File: src/rtl/k12a_stack_seq_pkg.sv
// -----------------------------------------------------------------------------
// k12a_stack_seq_pkg
// Shared definitions for the K12A stack sequencer:
//   op_kind_e  - stack operation encoding on op_kind (PUSH/POP/CALL/RET)
//   state_e    - sequencer step states
//   FAULT_OVF  - fault vector bit index for stack overflow
//   FAULT_UDF  - fault vector bit index for stack underflow
//   is_push_kind() - true for operations that grow the stack
// -----------------------------------------------------------------------------
package k12a_stack_seq_pkg;

  typedef enum logic [1:0] {
    OP_PUSH = 2'd0,
    OP_POP  = 2'd1,
    OP_CALL = 2'd2,
    OP_RET  = 2'd3
  } op_kind_e;

  typedef enum logic [2:0] {
    ST_IDLE  = 3'd0,
    ST_DEC   = 3'd1,
    ST_WRITE = 3'd2,
    ST_READ  = 3'd3,
    ST_INC   = 3'd4
  } state_e;

  localparam int FAULT_OVF = 0;
  localparam int FAULT_UDF = 1;

  // PUSH and CALL move SP downward; POP and RET move it upward.
  function automatic logic is_push_kind(input op_kind_e kind);
    return (kind == OP_PUSH) || (kind == OP_CALL);
  endfunction

endpackage

File: src/rtl/k12a_stack_seq.sv
// -----------------------------------------------------------------------------
// k12a_stack_seq
// Control sequencer for the K12A hardware stack. It steps the SP register,
// the address inc/dec unit and the memory strobes through PUSH/POP (one byte)
// and CALL/RET (two PC bytes). The stack grows downward with pre-decrement.
//
// Ports:
//   cpu_clock     in   sole clock, rising edge
//   reset         in   asynchronous, active-high reset
//   op_valid      in   stack operation request
//   op_kind[1:0]  in   PUSH=0, POP=1, CALL=2, RET=3
//   op_ready      out  request can be accepted (IDLE only)
//   sp[15:0]      in   current stack pointer register value
//   sp_load       out  SP drives addr_bus
//   sp_store      out  SP latches addr_bus on the next edge
//   incdec_drive  out  inc/dec unit drives addr_bus with sp+1 / sp-1
//   incdec_dir    out  0 = sp-1, 1 = sp+1
//   mem_read      out  memory read at addr_bus
//   mem_write     out  memory write at addr_bus
//   byte_sel      out  0 = low/single byte, 1 = PC high byte
//   op_done       out  pulse on the last step of an operation
//   fault[1:0]    out  sticky flags: bit0 overflow, bit1 underflow
//   fault_clr     in   clears both fault bits (a simultaneous new fault wins)
// -----------------------------------------------------------------------------
module k12a_stack_seq
  import k12a_stack_seq_pkg::*;
#(
  parameter logic [15:0] STACK_EMPTY = 16'h0000,
  parameter logic [15:0] STACK_LIMIT = 16'hFF00
) (
  input  logic        cpu_clock,
  input  logic        reset,
  input  logic        op_valid,
  input  logic [1:0]  op_kind,
  output logic        op_ready,
  input  logic [15:0] sp,
  output logic        sp_load,
  output logic        sp_store,
  output logic        incdec_drive,
  output logic        incdec_dir,
  output logic        mem_read,
  output logic        mem_write,
  output logic        byte_sel,
  output logic        op_done,
  output logic [1:0]  fault,
  input  logic        fault_clr
);

  // Popping the first RET byte at this SP leaves SP at STACK_EMPTY, so the
  // second byte would underflow.
  localparam logic [15:0] RET_LAST_SP = STACK_EMPTY - 16'h0001;

  state_e     state_r;
  state_e     state_nxt_s;
  op_kind_e   kind_r;
  op_kind_e   kind_nxt_s;
  op_kind_e   req_kind_s;
  logic       byte_cnt_r;
  logic       byte_cnt_nxt_s;
  logic [1:0] fault_r;
  logic [1:0] fault_set_s;
  logic       fault_done_r;
  logic       fault_done_nxt_s;
  logic       first_of_pair_s;
  logic       ovf_next_s;
  logic       udf_next_s;

  assign req_kind_s = op_kind_e'(op_kind);
  assign fault      = fault_r;

  // First byte of a two-byte CALL/RET; the per-byte limit check applies here.
  assign first_of_pair_s = ((kind_r == OP_CALL) || (kind_r == OP_RET)) && !byte_cnt_r;
  // In WRITE the SP already holds the decremented address of the first byte.
  assign ovf_next_s      = (sp == STACK_LIMIT);
  // In INC the SP still holds the address of the byte just read.
  assign udf_next_s      = (sp == RET_LAST_SP);

  // State register, latched operation, byte counter and sticky fault flags.
  always_ff @(posedge cpu_clock or posedge reset) begin
    if (reset) begin
      state_r      <= ST_IDLE;
      kind_r       <= OP_PUSH;
      byte_cnt_r   <= 1'b0;
      fault_r      <= 2'b00;
      fault_done_r <= 1'b0;
    end else begin
      state_r      <= state_nxt_s;
      kind_r       <= kind_nxt_s;
      byte_cnt_r   <= byte_cnt_nxt_s;
      fault_done_r <= fault_done_nxt_s;
      // Clear first, then OR in new faults so a simultaneous fault survives.
      fault_r      <= (fault_clr ? 2'b00 : fault_r) | fault_set_s;
    end
  end

  // Next-state logic, acceptance-time fault checks and per-byte checks.
  always_comb begin
    state_nxt_s      = state_r;
    kind_nxt_s       = kind_r;
    byte_cnt_nxt_s   = byte_cnt_r;
    fault_set_s      = 2'b00;
    fault_done_nxt_s = 1'b0;
    case (state_r)
      ST_IDLE: begin
        if (op_valid) begin
          kind_nxt_s     = req_kind_s;
          byte_cnt_nxt_s = 1'b0;
          if (is_push_kind(req_kind_s)) begin
            if (sp == STACK_LIMIT) begin
              fault_set_s[FAULT_OVF] = 1'b1;
              fault_done_nxt_s       = 1'b1;
              state_nxt_s            = ST_IDLE;
            end else begin
              state_nxt_s = ST_DEC;
            end
          end else begin
            if (sp == STACK_EMPTY) begin
              fault_set_s[FAULT_UDF] = 1'b1;
              fault_done_nxt_s       = 1'b1;
              state_nxt_s            = ST_IDLE;
            end else begin
              state_nxt_s = ST_READ;
            end
          end
        end else begin
          state_nxt_s = ST_IDLE;
        end
      end
      ST_DEC: begin
        state_nxt_s = ST_WRITE;
      end
      ST_WRITE: begin
        if (first_of_pair_s) begin
          if (ovf_next_s) begin
            // Abort: the high byte already pushed stays on the stack.
            fault_set_s[FAULT_OVF] = 1'b1;
            state_nxt_s            = ST_IDLE;
          end else begin
            byte_cnt_nxt_s = 1'b1;
            state_nxt_s    = ST_DEC;
          end
        end else begin
          state_nxt_s = ST_IDLE;
        end
      end
      ST_READ: begin
        state_nxt_s = ST_INC;
      end
      ST_INC: begin
        if (first_of_pair_s) begin
          if (udf_next_s) begin
            // Abort: the low byte already popped stays consumed.
            fault_set_s[FAULT_UDF] = 1'b1;
            state_nxt_s            = ST_IDLE;
          end else begin
            byte_cnt_nxt_s = 1'b1;
            state_nxt_s    = ST_READ;
          end
        end else begin
          state_nxt_s = ST_IDLE;
        end
      end
      default: begin
        state_nxt_s = ST_IDLE;
      end
    endcase
  end

  // Strobe decode from state, byte counter and latched operation.
  always_comb begin
    op_ready     = 1'b0;
    sp_load      = 1'b0;
    sp_store     = 1'b0;
    incdec_drive = 1'b0;
    incdec_dir   = 1'b0;
    mem_read     = 1'b0;
    mem_write    = 1'b0;
    byte_sel     = 1'b0;
    op_done      = 1'b0;
    case (kind_r)
      OP_CALL: byte_sel = !byte_cnt_r;   // high byte first
      OP_RET:  byte_sel = byte_cnt_r;    // low byte first
      default: byte_sel = 1'b0;
    endcase
    case (state_r)
      ST_IDLE: begin
        op_ready = 1'b1;
        byte_sel = 1'b0;
        op_done  = fault_done_r;         // rejected request completes here
      end
      ST_DEC: begin
        incdec_drive = 1'b1;
        incdec_dir   = 1'b0;
        sp_store     = 1'b1;
      end
      ST_WRITE: begin
        sp_load   = 1'b1;
        mem_write = 1'b1;
        op_done   = !first_of_pair_s || ovf_next_s;
      end
      ST_READ: begin
        sp_load  = 1'b1;
        mem_read = 1'b1;
      end
      ST_INC: begin
        incdec_drive = 1'b1;
        incdec_dir   = 1'b1;
        sp_store     = 1'b1;
        op_done      = !first_of_pair_s || udf_next_s;
      end
      default: begin
        op_ready = 1'b0;
        byte_sel = 1'b0;
      end
    endcase
  end

endmodule

File: config.mk
export PLATFORM = sky130hd
export DESIGN_NAME = k12a_stack_seq
export DESIGN_NICKNAME = d
export VERILOG_FILES = /design/src/rtl/k12a_stack_seq_pkg.sv /design/src/rtl/k12a_stack_seq.sv
export SDC_FILE = /design/constraint.sdc
export NUM_CORES = 1
export LEC_CHECK = 0
export CORE_MARGIN = 2
export CORE_UTILIZATION = 37
export DETAILED_ROUTE_END_ITERATION = 6
export GPL_TIMING_DRIVEN = 0
export HOLD_SLACK_MARGIN = 0.12
export PLACE_DENSITY = 0.84
export SETUP_SLACK_MARGIN = 0.4
export SYNTH_ARGS = -nofsm -noshare
export SYNTH_HDL_FRONTEND = slang
export SYNTH_SLANG_ARGS = --single-unit
File: constraint.sdc
create_clock -name cpu_clock -period 1.9 [get_ports cpu_clock]
set_clock_uncertainty 0.15 [all_clocks]
set_input_delay 0.19 -clock cpu_clock [delete_from_list [all_inputs] [get_ports cpu_clock]]
set_output_delay 0.19 -clock cpu_clock [all_outputs]
set_load 0.02 [all_outputs]
==> flow_metrics.env <==
export IMPL_outcome="finished with violations"
export IMPL_violations="negative setup slack"
export IMPL_cts_root_buf="clkbuf_4"
export IMPL_drtAntennaViolNets=0
export IMPL_fin_setup_tns_ns=-0.198
export IMPL_cp_max_fo=2
export IMPL_clkTransAtPathRegs_ns=0.06
export IMPL_synth_compound_area_share_pct=8.28
export IMPL_fmax_mhz=494
export IMPL_synth_top_family_by_area="simple AND/OR/NAND/NOR gates"
export IMPL_fin_crit_sh_pct=106
export IMPL_setup_viol=5
export IMPL_n_antenna_cell=0
export IMPL_crit_end="op_done"
export IMPL_synth_edf_count=0
export IMPL_clock_latency_ns=0.27
export IMPL_tightestPinTransition_ns=0.405
export IMPL_drive_above_1_share_pct=57.1
export IMPL_cp_data_required_time_ns=1.56
export IMPL_synth_ff_type="dfrtp_1"
export IMPL_cts_buffer_depth=2
export IMPL_num_io_pins=33
export IMPL_first_pass_iters=4
export IMPL_slew_limit_headroom_pct=73.0
export IMPL_vias=809
export IMPL_hold_path_class="in -> reg"
export IMPL_powerDensity_mw_per_mm2=1310
export IMPL_hold_violations=0
export IMPL_ys_ff_latch=9
export IMPL_cts_tree="built"
export IMPL_globalplace_congestion=0.816
export IMPL_slew_violations=0
export IMPL_synth_cells=65
export IMPL_placementRows=14
export IMPL_die_height_um=44.4
export IMPL_final_area_mm2=0.00135
export IMPL_dpl_hpwl_um=1250
export IMPL_worst_slack_ns=-0.122
export IMPL_synth_seq_area_share_pct=37.3
export IMPL_wl_per_cell_um=16.4
export IMPL_postPlaceCellArea_mm2=0.00102
export IMPL_r2r_setup_slack_ns=-0.02
export IMPL_start_util_pct=39.7
export IMPL_drt_total_wl_um=2330
export IMPL_h_tree_depth=1
export IMPL_cp_startpoint="sp[3]"
export IMPL_rr_startpoint="state_r[0]$_DFF_PP0_"
export IMPL_cts_sinks=9
export IMPL_worstPathArrival_ns=1.68
export IMPL_synth_xor_area_share_pct=2.90
export IMPL_max_cap_violations=0
export IMPL_syn_area_um2=604
export IMPL_p_leak_nw=0.647
export IMPL_cts_buffers=3
export IMPL_grt_pass1_wl_um=3270
export IMPL_die_w_um=44.4
export IMPL_synth_area_leaders="dfrtp_1, nor4_4, nand4_1"
export IMPL_synth_fa_ha_area_share_pct=0
export IMPL_place_ws_ns=-0.938
export IMPL_final_net_count=149
export IMPL_yosys_area_share_simple_pct=43.1
export IMPL_crit_type="in -> out"
export IMPL_ys_top_cells_by_count="dfrtp_1, nand2_1, nand4_1"
export IMPL_syn_num_nets=87
export IMPL_start_kind="input pin"
export IMPL_syn_avg_cell_area_um2=9.30
export IMPL_ys_warnings_count=0
export IMPL_overflow=0
export IMPL_crit_path_end_kind="output port"
export IMPL_grt_pass1_vias=782
export IMPL_yosys_area_top_type_share_pct=37.3
export IMPL_drt_iter0_markers=26
export IMPL_antenna_found_initial=0
export IMPL_io_buffers=32
export IMPL_viasPerCell=5.70
export IMPL_final_min_clock_period_ns=2.02
export IMPL_ff2ff_path_depth=6
export IMPL_synthMuxAreaShare_pct=3.52
export IMPL_yosysTopAreaCell="dfrtp_1"
export IMPL_die_area_mm2=0.00197
export IMPL_ir_worst_vdd_v=0.000785
export IMPL_synth_most_common_cell="dfrtp_1"
export IMPL_syn2layout_area_growth_pct=123
export IMPL_grt_usage_pct=22.7
export IMPL_grt_setup_unrepaired="yes"
export IMPL_worst_r2r_endpoint="byte_cnt_r$_DFFE_PP0P_"
export IMPL_core_mm2=0.00152
export IMPL_ys_async_sr_fraction_pct=100
export IMPL_n_fill_cell=73
export IMPL_grt_max_degree=10
export IMPL_drc=0
export IMPL_utilization_pct=88.5
export IMPL_synth_distinct_cells=29
==> stage by stage <==
| stage | std cells | hold WS [ns] | total power (W) |
|---|---|---|---|
| 6_report | 142 | 0.296 | 0.00177 |
| 5_1_grt | 142 | 0.330 | 0.00184 |
| 4_1_cts | 140 | 0.300 | 0.00153 |
| 3_5_place_dp | 113 | 0.329 | 0.00110 |
| 3_3_place_gp | 113 | 0.322 | 0.00109 |
| 2_1_floorplan | 65 | -0.132 | 0.000815 |
==> worst max-delay path, cell delays in order <==
cell,delay [ns]
clkdlybuf4s15_1,0.20
or4_4,0.52
nor4_4,0.31
nor3_4,0.07
o31ai_4,0.24
buf_6,0.15
==> cell families (layout without fill, tap and decap cells) <==
family	count (synthesis)	count (layout)
mux	2	2
simple gates	38	38
compound gates	7	7
buf+inv	7	68
xor+xnor	2	2
flops	9	9
==> how the worst min path moves through the flow <==
| stage | slack, ns | start | end | depth (start not counted) |
|---|---|---|---|---|
| floorplan | -0.13 | reset | byte_cnt_r$_DFFE_PP0P_ | 1 |
| global placement | 0.32 | reset | kind_r[1]$_DFFE_PP0P_ | 2 |
| detailed placement | 0.33 | reset | kind_r[1]$_DFFE_PP0P_ | 2 |
| CTS | 0.30 | sp[6] | fault[1]$_DFF_PP0_ | 5 |
| global route | 0.33 | sp[0] | fault[1]$_DFF_PP0_ | 5 |
| finish | 0.30 | sp[1] | fault[1]$_DFF_PP0_ | 5 |
==> cell usage in the layout, fill, tap and decap left out, drive strengths merged <==
cell type,Yosys,final
inv,4,4
xnor2,1,1
or4b,1,1
nand3,2,2
or4,4,4
nor2b,1,1
nor4,3,3
mux2i,1,1
o22ai,1,1
xor2,1,1
o31ai,1,1
buf,1,39
nor2,5,5
clkdlybuf4s50,0,5
clkdlybuf4s15,0,2
nand3b,1,1
and2,2,2
mux2,1,1
dlygate4sd3,0,1
a211o,3,3
o21ai,2,2
nand2b,2,2
nand2,5,5
or3b,1,1
nor3,4,4
nand4,5,5
clkbuf,2,6
nor3b,2,2
dfrtp,9,9
dlygate4sd2,0,11
==> flip-flops by register name, indices dropped and copies added, names as in the netlist <==
signal,count
byte_cnt_r,1
kind_r,2
fault_done_r,1
state_r,3
fault,2
==> report_power, final <==
group	switching, W	internal (W)	leakage [nW]
Combinational	0.000590	0.000715	0.517
Clock	0.0000732	0.0000812	0.0150
Sequential	0.0000600	0.000249	0.115
==> timing repair <==
action / in CTS / in global routing
pin swaps: 19 / 18
hold buffers: 1 / 0
gates resized for setup: 97 / 25
setup buffers: 22 / 2
setup endpoints to repair: 19 / 17
endpoints found under the hold margin: 9 / 0
==> cell type report <==
cell class / count / area, um^2 / share of cell area [%]
inverter: 4 / 15.0 / 1.11
buffer: 3 / 37.5 / 2.78
tap: 16 / 20.0 / 1.48
multi-input combinational: 49 / 499 / 37.0
timing repair buffer: 57 / 523 / 38.8
sequential: 9 / 228 / 16.9
clock buffer: 4 / 26.3 / 1.95
==> routing by layer <==
| metal | up-vias | global-route usage (%) | share of wire [%] |
|---|---|---|---|
| li1 | 362 | - | - |
| met1 | 384 | 25.1 | 34 |
| met2 | 56 | 42.4 | 56 |
| met3 | 7 | 6.12 | 8.0 |
| met4 | 0 | 6.06 | 1.6 |
| met5 | - | 0 | 0 |
Power figures use the tool's default switching activity.
